===== src/rtl/can_error_monitor_if.sv =====
// Bus-side signals of the CAN error-frame monitor: sampled RX level and strobes in,
// error-frame status out. Master is the bit-timing/RX side, slave is the monitor.
interface can_error_monitor_if #(
    parameter int LEN_W = 6,
    parameter int CNT_W = 16
);
    logic             dIn;
    logic             samplePulse;
    logic             rateSelector;
    logic             clrCount;
    logic             errorFrame;
    logic             errorStart;
    logic             errorEnd;
    logic [LEN_W-1:0] flagLen;
    logic [CNT_W-1:0] errCount;
    logic             stuckDominant;

    modport master (
        output dIn, samplePulse, rateSelector, clrCount,
        input  errorFrame, errorStart, errorEnd, flagLen, errCount, stuckDominant
    );

    modport slave (
        input  dIn, samplePulse, rateSelector, clrCount,
        output errorFrame, errorStart, errorEnd, flagLen, errCount, stuckDominant
    );
endinterface


===== src/rtl/can_error_monitor.sv =====
// CAN error-frame monitor: builds one bit value per bit time (single or 2-of-3 sampling),
// then tracks error flag / delimiter and reports events, flag length, frame count and stuck bus.
//
// bit FSM  | meaning
// B_IDLE   | waiting for first sample of a bit
// B_S1     | triple mode, first sample taken
// B_S2     | triple mode, second sample taken
// B_DONE   | bit value valid for one cycle
//
// main FSM | meaning
// IDLE     | counting dominant run towards an error flag
// FLAG     | inside a dominant error flag
// DELIM    | counting recessive bits of the error delimiter
module can_error_monitor #(
    parameter int DOM_THRESH = 6,
    parameter int DELIM_LEN  = 8,
    parameter int STUCK_LEN  = 32,
    parameter int LEN_W      = 6,
    parameter int CNT_W      = 16
) (
    input logic               clk,
    input logic               resetN,
    can_error_monitor_if.slave bus
);

    typedef enum logic [1:0] {B_IDLE, B_S1, B_S2, B_DONE} bit_state_t;
    typedef enum logic [1:0] {IDLE, FLAG, DELIM} mon_state_t;

    localparam logic [LEN_W-1:0] DOM_T   = LEN_W'(DOM_THRESH);
    localparam logic [LEN_W-1:0] DELIM_T = LEN_W'(DELIM_LEN);
    localparam logic [LEN_W-1:0] STUCK_T = LEN_W'(STUCK_LEN);
    localparam logic [LEN_W-1:0] LEN_MAX = {LEN_W{1'b1}};
    localparam logic [CNT_W-1:0] CNT_MAX = {CNT_W{1'b1}};

    bit_state_t       bit_state;
    logic             rate_q;
    logic             s0;
    logic             s1;
    logic             s2;
    logic             bit_valid;
    logic             bit_val;

    mon_state_t       mon_state;
    logic [LEN_W-1:0] run;
    logic [LEN_W-1:0] run_inc;
    logic [LEN_W-1:0] flag_len;
    logic [LEN_W-1:0] flag_inc;
    logic [CNT_W-1:0] err_count;
    logic             error_frame;
    logic             error_start;
    logic             error_end;
    logic             stuck_dominant;
    logic             count_inc;

    // Rate is latched on the first sample so a mid-bit change of rateSelector cannot split a bit.
    always_ff @(posedge clk) begin
        if (!resetN) begin
            bit_state <= B_IDLE;
            rate_q    <= 1'b0;
            s0        <= 1'b0;
            s1        <= 1'b0;
            s2        <= 1'b0;
        end else begin
            case (bit_state)
                B_IDLE: begin
                    if (bus.samplePulse) begin
                        rate_q    <= bus.rateSelector;
                        s0        <= bus.dIn;
                        bit_state <= bus.rateSelector ? B_S1 : B_DONE;
                    end
                end
                B_S1: begin
                    if (bus.samplePulse) begin
                        s1        <= bus.dIn;
                        bit_state <= B_S2;
                    end
                end
                B_S2: begin
                    if (bus.samplePulse) begin
                        s2        <= bus.dIn;
                        bit_state <= B_DONE;
                    end
                end
                B_DONE:  bit_state <= B_IDLE;
                default: bit_state <= B_IDLE;
            endcase
        end
    end

    assign bit_valid = (bit_state == B_DONE);
    assign bit_val   = rate_q ? ((s0 & s1) | (s0 & s2) | (s1 & s2)) : s0;

    assign run_inc   = run + LEN_W'(1);
    assign flag_inc  = (flag_len == LEN_MAX) ? flag_len : flag_len + LEN_W'(1);
    assign count_inc = bit_valid && (mon_state == IDLE) && !bit_val && (run_inc == DOM_T);

    always_ff @(posedge clk) begin
        if (!resetN) begin
            mon_state      <= IDLE;
            run            <= '0;
            flag_len       <= '0;
            error_frame    <= 1'b0;
            error_start    <= 1'b0;
            error_end      <= 1'b0;
            stuck_dominant <= 1'b0;
        end else begin
            error_start <= 1'b0;
            error_end   <= 1'b0;
            if (bit_valid) begin
                case (mon_state)
                    IDLE: begin
                        if (bit_val) begin
                            run <= '0;
                        end else if (run_inc == DOM_T) begin
                            mon_state   <= FLAG;
                            run         <= '0;
                            flag_len    <= DOM_T;
                            error_start <= 1'b1;
                            error_frame <= 1'b1;
                        end else begin
                            run <= run_inc;
                        end
                    end
                    FLAG: begin
                        if (!bit_val) begin
                            flag_len <= flag_inc;
                            if (flag_inc >= STUCK_T)
                                stuck_dominant <= 1'b1;
                        end else begin
                            stuck_dominant <= 1'b0;
                            // A one-bit delimiter is already complete on its first recessive bit.
                            if (DELIM_LEN == 1) begin
                                mon_state   <= IDLE;
                                run         <= '0;
                                error_end   <= 1'b1;
                                error_frame <= 1'b0;
                            end else begin
                                mon_state <= DELIM;
                                run       <= LEN_W'(1);
                            end
                        end
                    end
                    DELIM: begin
                        if (!bit_val) begin
                            mon_state <= FLAG;
                            run       <= '0;
                            flag_len  <= LEN_W'(1);
                        end else if (run_inc == DELIM_T) begin
                            mon_state   <= IDLE;
                            run         <= '0;
                            error_end   <= 1'b1;
                            error_frame <= 1'b0;
                        end else begin
                            run <= run_inc;
                        end
                    end
                    default: begin
                        mon_state   <= IDLE;
                        run         <= '0;
                        error_frame <= 1'b0;
                    end
                endcase
            end
        end
    end

    // Clear wins, but a frame counted in the same cycle still survives the clear.
    always_ff @(posedge clk) begin
        if (!resetN) begin
            err_count <= '0;
        end else if (bus.clrCount) begin
            err_count <= count_inc ? CNT_W'(1) : '0;
        end else if (count_inc && (err_count != CNT_MAX)) begin
            err_count <= err_count + CNT_W'(1);
        end
    end

    assign bus.errorFrame    = error_frame;
    assign bus.errorStart    = error_start;
    assign bus.errorEnd      = error_end;
    assign bus.flagLen       = flag_len;
    assign bus.errCount      = err_count;
    assign bus.stuckDominant = stuck_dominant;

endmodule


===== src/flat_wrapper.sv =====
// flat-port wrapper written by rule: the top's interface ports become plain ports
module can_error_monitor_flat 
#(
    parameter int DOM_THRESH = 6,
    parameter int DELIM_LEN  = 8,
    parameter int STUCK_LEN  = 32,
    parameter int LEN_W      = 6,
    parameter int CNT_W      = 16
)
  (clk, resetN, bus_dIn, bus_samplePulse, bus_rateSelector, bus_clrCount, bus_errorFrame, bus_errorStart, bus_errorEnd, bus_flagLen, bus_errCount, bus_stuckDominant);
  can_error_monitor_if #(.LEN_W(LEN_W), .CNT_W(CNT_W)) bus_i ();
  input logic clk;
  input logic resetN;
  input wire logic [$bits(bus_i.dIn)-1:0] bus_dIn;
  input wire logic [$bits(bus_i.samplePulse)-1:0] bus_samplePulse;
  input wire logic [$bits(bus_i.rateSelector)-1:0] bus_rateSelector;
  input wire logic [$bits(bus_i.clrCount)-1:0] bus_clrCount;
  output wire logic [$bits(bus_i.errorFrame)-1:0] bus_errorFrame;
  output wire logic [$bits(bus_i.errorStart)-1:0] bus_errorStart;
  output wire logic [$bits(bus_i.errorEnd)-1:0] bus_errorEnd;
  output wire logic [$bits(bus_i.flagLen)-1:0] bus_flagLen;
  output wire logic [$bits(bus_i.errCount)-1:0] bus_errCount;
  output wire logic [$bits(bus_i.stuckDominant)-1:0] bus_stuckDominant;
  assign bus_i.dIn = bus_dIn;
  assign bus_i.samplePulse = bus_samplePulse;
  assign bus_i.rateSelector = bus_rateSelector;
  assign bus_i.clrCount = bus_clrCount;
  assign bus_errorFrame = bus_i.errorFrame;
  assign bus_errorStart = bus_i.errorStart;
  assign bus_errorEnd = bus_i.errorEnd;
  assign bus_flagLen = bus_i.flagLen;
  assign bus_errCount = bus_i.errCount;
  assign bus_stuckDominant = bus_i.stuckDominant;
  can_error_monitor #(.DOM_THRESH(DOM_THRESH), .DELIM_LEN(DELIM_LEN), .STUCK_LEN(STUCK_LEN), .LEN_W(LEN_W), .CNT_W(CNT_W)) u_core (.clk(clk), .resetN(resetN), .bus(bus_i));
endmodule

===== config.mk =====
export PLATFORM = sky130hd
export DESIGN_NAME = can_error_monitor_flat
export DESIGN_NICKNAME = d
export VERILOG_FILES = /design/src/rtl/can_error_monitor_if.sv /design/src/rtl/can_error_monitor.sv /design/src/flat_wrapper.sv
export SDC_FILE = /design/constraint.sdc
export NUM_CORES = 1
export LEC_CHECK = 0
export BUFFER_PORTS_ARGS = -buffer_cell sky130_fd_sc_hd__buf_2
export CORE_UTILIZATION = 65
export CTS_BUF_LIST = sky130_fd_sc_hd__clkbuf_4
export CTS_CLUSTER_DIAMETER = 200
export DETAILED_ROUTE_END_ITERATION = 8
export PLACE_DENSITY = 0.95
export SLEW_MARGIN = 10
export SYNTH_ARGS = -nofsm -noshare
export SYNTH_HDL_FRONTEND = slang
export SYNTH_SLANG_ARGS = --single-unit

===== constraint.sdc =====
create_clock -name clk -period 3.7 [get_ports clk]
set_clock_uncertainty 0.2 [all_clocks]
set_input_delay 0.555 -clock clk [delete_from_list [all_inputs] [get_ports clk]]
set_output_delay 0.555 -clock clk [all_outputs]
set_load 0.1 [all_outputs]

==> metrics.cfg <==
[synthesis]
syn-mean-instance-area_um2=8.26
ys.flop_type=dfxtp_1
synth-async-reset-ratio=0
yosysWarnings=0
ys_types=57
syn-num-nets=324
synth_seq_cells=40
synth_edf_count=0
syn-cell-area_um2=2520
ys_seq_area_frac=0.318
syn_inst=305

[floorplanning]
num_rows=22
die_area_um2=4130
design.core.area_um2=3690
pin_count=32
initial_core_util=0.683
fp.dieW_um=64.3
die_h_um=64.3

[power_and_ir_drop]
p_leak_uw=0.00106
power_density_nw_per_um2=342
peakVddDrop_mv=0.288

[global_routing]
grt.total_usage=0.308
grt_pass1_vias=2232
grt_max_degree=34
grt_overflow=0
antenna_found_initial=0
grt_pass1_wl_um=10200

[timing]
slew_headroom=0.412
final_max_slew_viol_count=0
post-route-period-util=0.804
tightest_slew_ns=0.874
setup_viol=0
min_period_ns=2.98
holdWs_ns=0.259
fin_tns_setup_ns=0
grt_setup_unrepaired=no
hold_viol_final=0
fmax_ghz=0.336

[run]
drv_cap=0

[final_layout]
drive_above_1_share=0.138
area_growth_pct=8.79
fillerInstances=299
stdcell_area_um2=2740
final_common_cell=dfxtp_1
diodes=0
nNetsFinal=345
mostFrequentLayoutCells=dfxtp_1 (40), buf_2 (31), nand2_1 (27)

[critical_path]
crit_required_ns=3.78
crit_arrival_ns=3.06
cp-start-kind=flip-flop
critical_path_class=reg2reg
cp_max_fo=33
endpoint_kind=flip-flop

[clock_network]
clock-sinks=40
htreeDepth=2
cts_resized=0
ctsRootBufferMaster=clkbuf_4
post_cts_buffers=0
clockBufferDepth=2
cts_buffers=5
cts_tree=built
cts.clk_slew.worst_paths_ns=0.12
cts_hold_buf=0
worstSkewPairLatency_ns=0.36

[detailed_routing]
dr_total_vias=2518
drc=0
ant_nets=0
drt-initial-drc-count=219
vias_per_cell=6.71
wl_per_cell_um=15.3
routed_wl_um=5750
dr.pass1.iters=5

[outcome]
status=complete, no violations

[place]
routabilityCongestion=0.936
placed_cell_area_um2=2670
dp_hpwl_um=3960
io_buffers=31

[hold_path]
hp-class=in2reg

cell type report:
cell class | instances | area, µm² | share of cell area
Clock buffer | 5 | 37.5 | 0.0137
Tap cell | 48 | 60.1 | 0.0219
Timing Repair Buffer | 31 | 155 | 0.0566
Clock inverter | 3 | 37.5 | 0.0137
Inverter | 12 | 45.0 | 0.0164
Sequential cell | 40 | 801 | 0.292
Multi-Input combinational cell | 236 | 1610 | 0.586
worst max-delay path, stage by stage, from the launching register on:
cell	delay, ns
dfxtp_1	0.53
ha_1	0.32
or3b_2	0.47
o31ai_2	0.13
o2111ai_4	0.46
or4_1	0.63
a21oi_1	0.15
final timing paths:
path | startpoint | end | slack [ns] | cells after the start
setup / recovery | u_core.run[0] | u_core.bus.errCount[12] | 0.72 | 6
hold / removal | bus_rateSelector | u_core.rate_q | 0.26 | 3
setup reg to reg | u_core.run[0] | u_core.bus.errCount[12] | 0.72 | 6
hold reg to reg | u_core.bus.errCount[14] | u_core.bus.errCount[14] | 0.31 | 2
synthesized netlist by cell type, drive strengths merged, types with 9 or more instances:
master / n / area share
nand2: 27 / 0.040
dfxtp: 40 / 0.32
ha: 13 / 0.065
or3: 11 / 0.027
clkbuf: 12 / 0.018
nand4: 10 / 0.025
o21ai: 14 / 0.028
nor2: 16 / 0.024
inv: 12 / 0.018
a21oi: 25 / 0.050
or4: 9 / 0.027
nand3: 12 / 0.024
stage by stage:
stage               utilization  power (µW)  std cells  setup slack [ns]
finish                    0.743         938        375             0.724
CTS                       0.743         939        375             0.786
floorplan                     -         625        305             0.867
global placement          0.723         651        367             0.898
detailed placement        0.723         657        367             0.819
global route              0.743         989        375             0.497
kinds of logic (layout without fill, tap and decap cells):
group           after synthesis  count (layout)  synth area share
xor+xnor                      2               2           0.00695
mux                           7               7            0.0278
fa+ha+maj                    13              13            0.0645
flops                        40              40             0.318
buf+inv                      29              51            0.0452
compound gates               93              93             0.275
simple gates                121             121             0.263
where the power goes:
| group | switching [µW] | internal (µW) |
|---|---|---|
| Sequential | 27.9 | 450 |
| Combinational | 108 | 66.4 |
| Clock | 149 | 138 |
state kept, by name, indices dropped and copies added (netlist names), named ones only:
name / flops
u_core.bus.errorStart: 1
u_core.bit_state: 2
u_core.bus.errCount: 16
u_core.mon_state: 2
u_core.bus.errorEnd: 1
u_core.run: 6
u_core.bus.stuckDominant: 1
u_core.bus.flagLen: 4
u_core.rate_q: 1
u_core.bus.errorFrame: 1
u_core.s0: 1
u_core.s1: 1
u_core.s2: 1
layer usage:
layer / GRT usage / share of wire / vias to the layer above
li1: - / - / 1213
met5: 0 / 0 / -
met4: 0.128 / 0.014 / 0
met2: 0.482 / 0.47 / 91
met3: 0.0554 / 0.061 / 10
met1: 0.414 / 0.46 / 1204
Power figures use the tool's default switching activity.
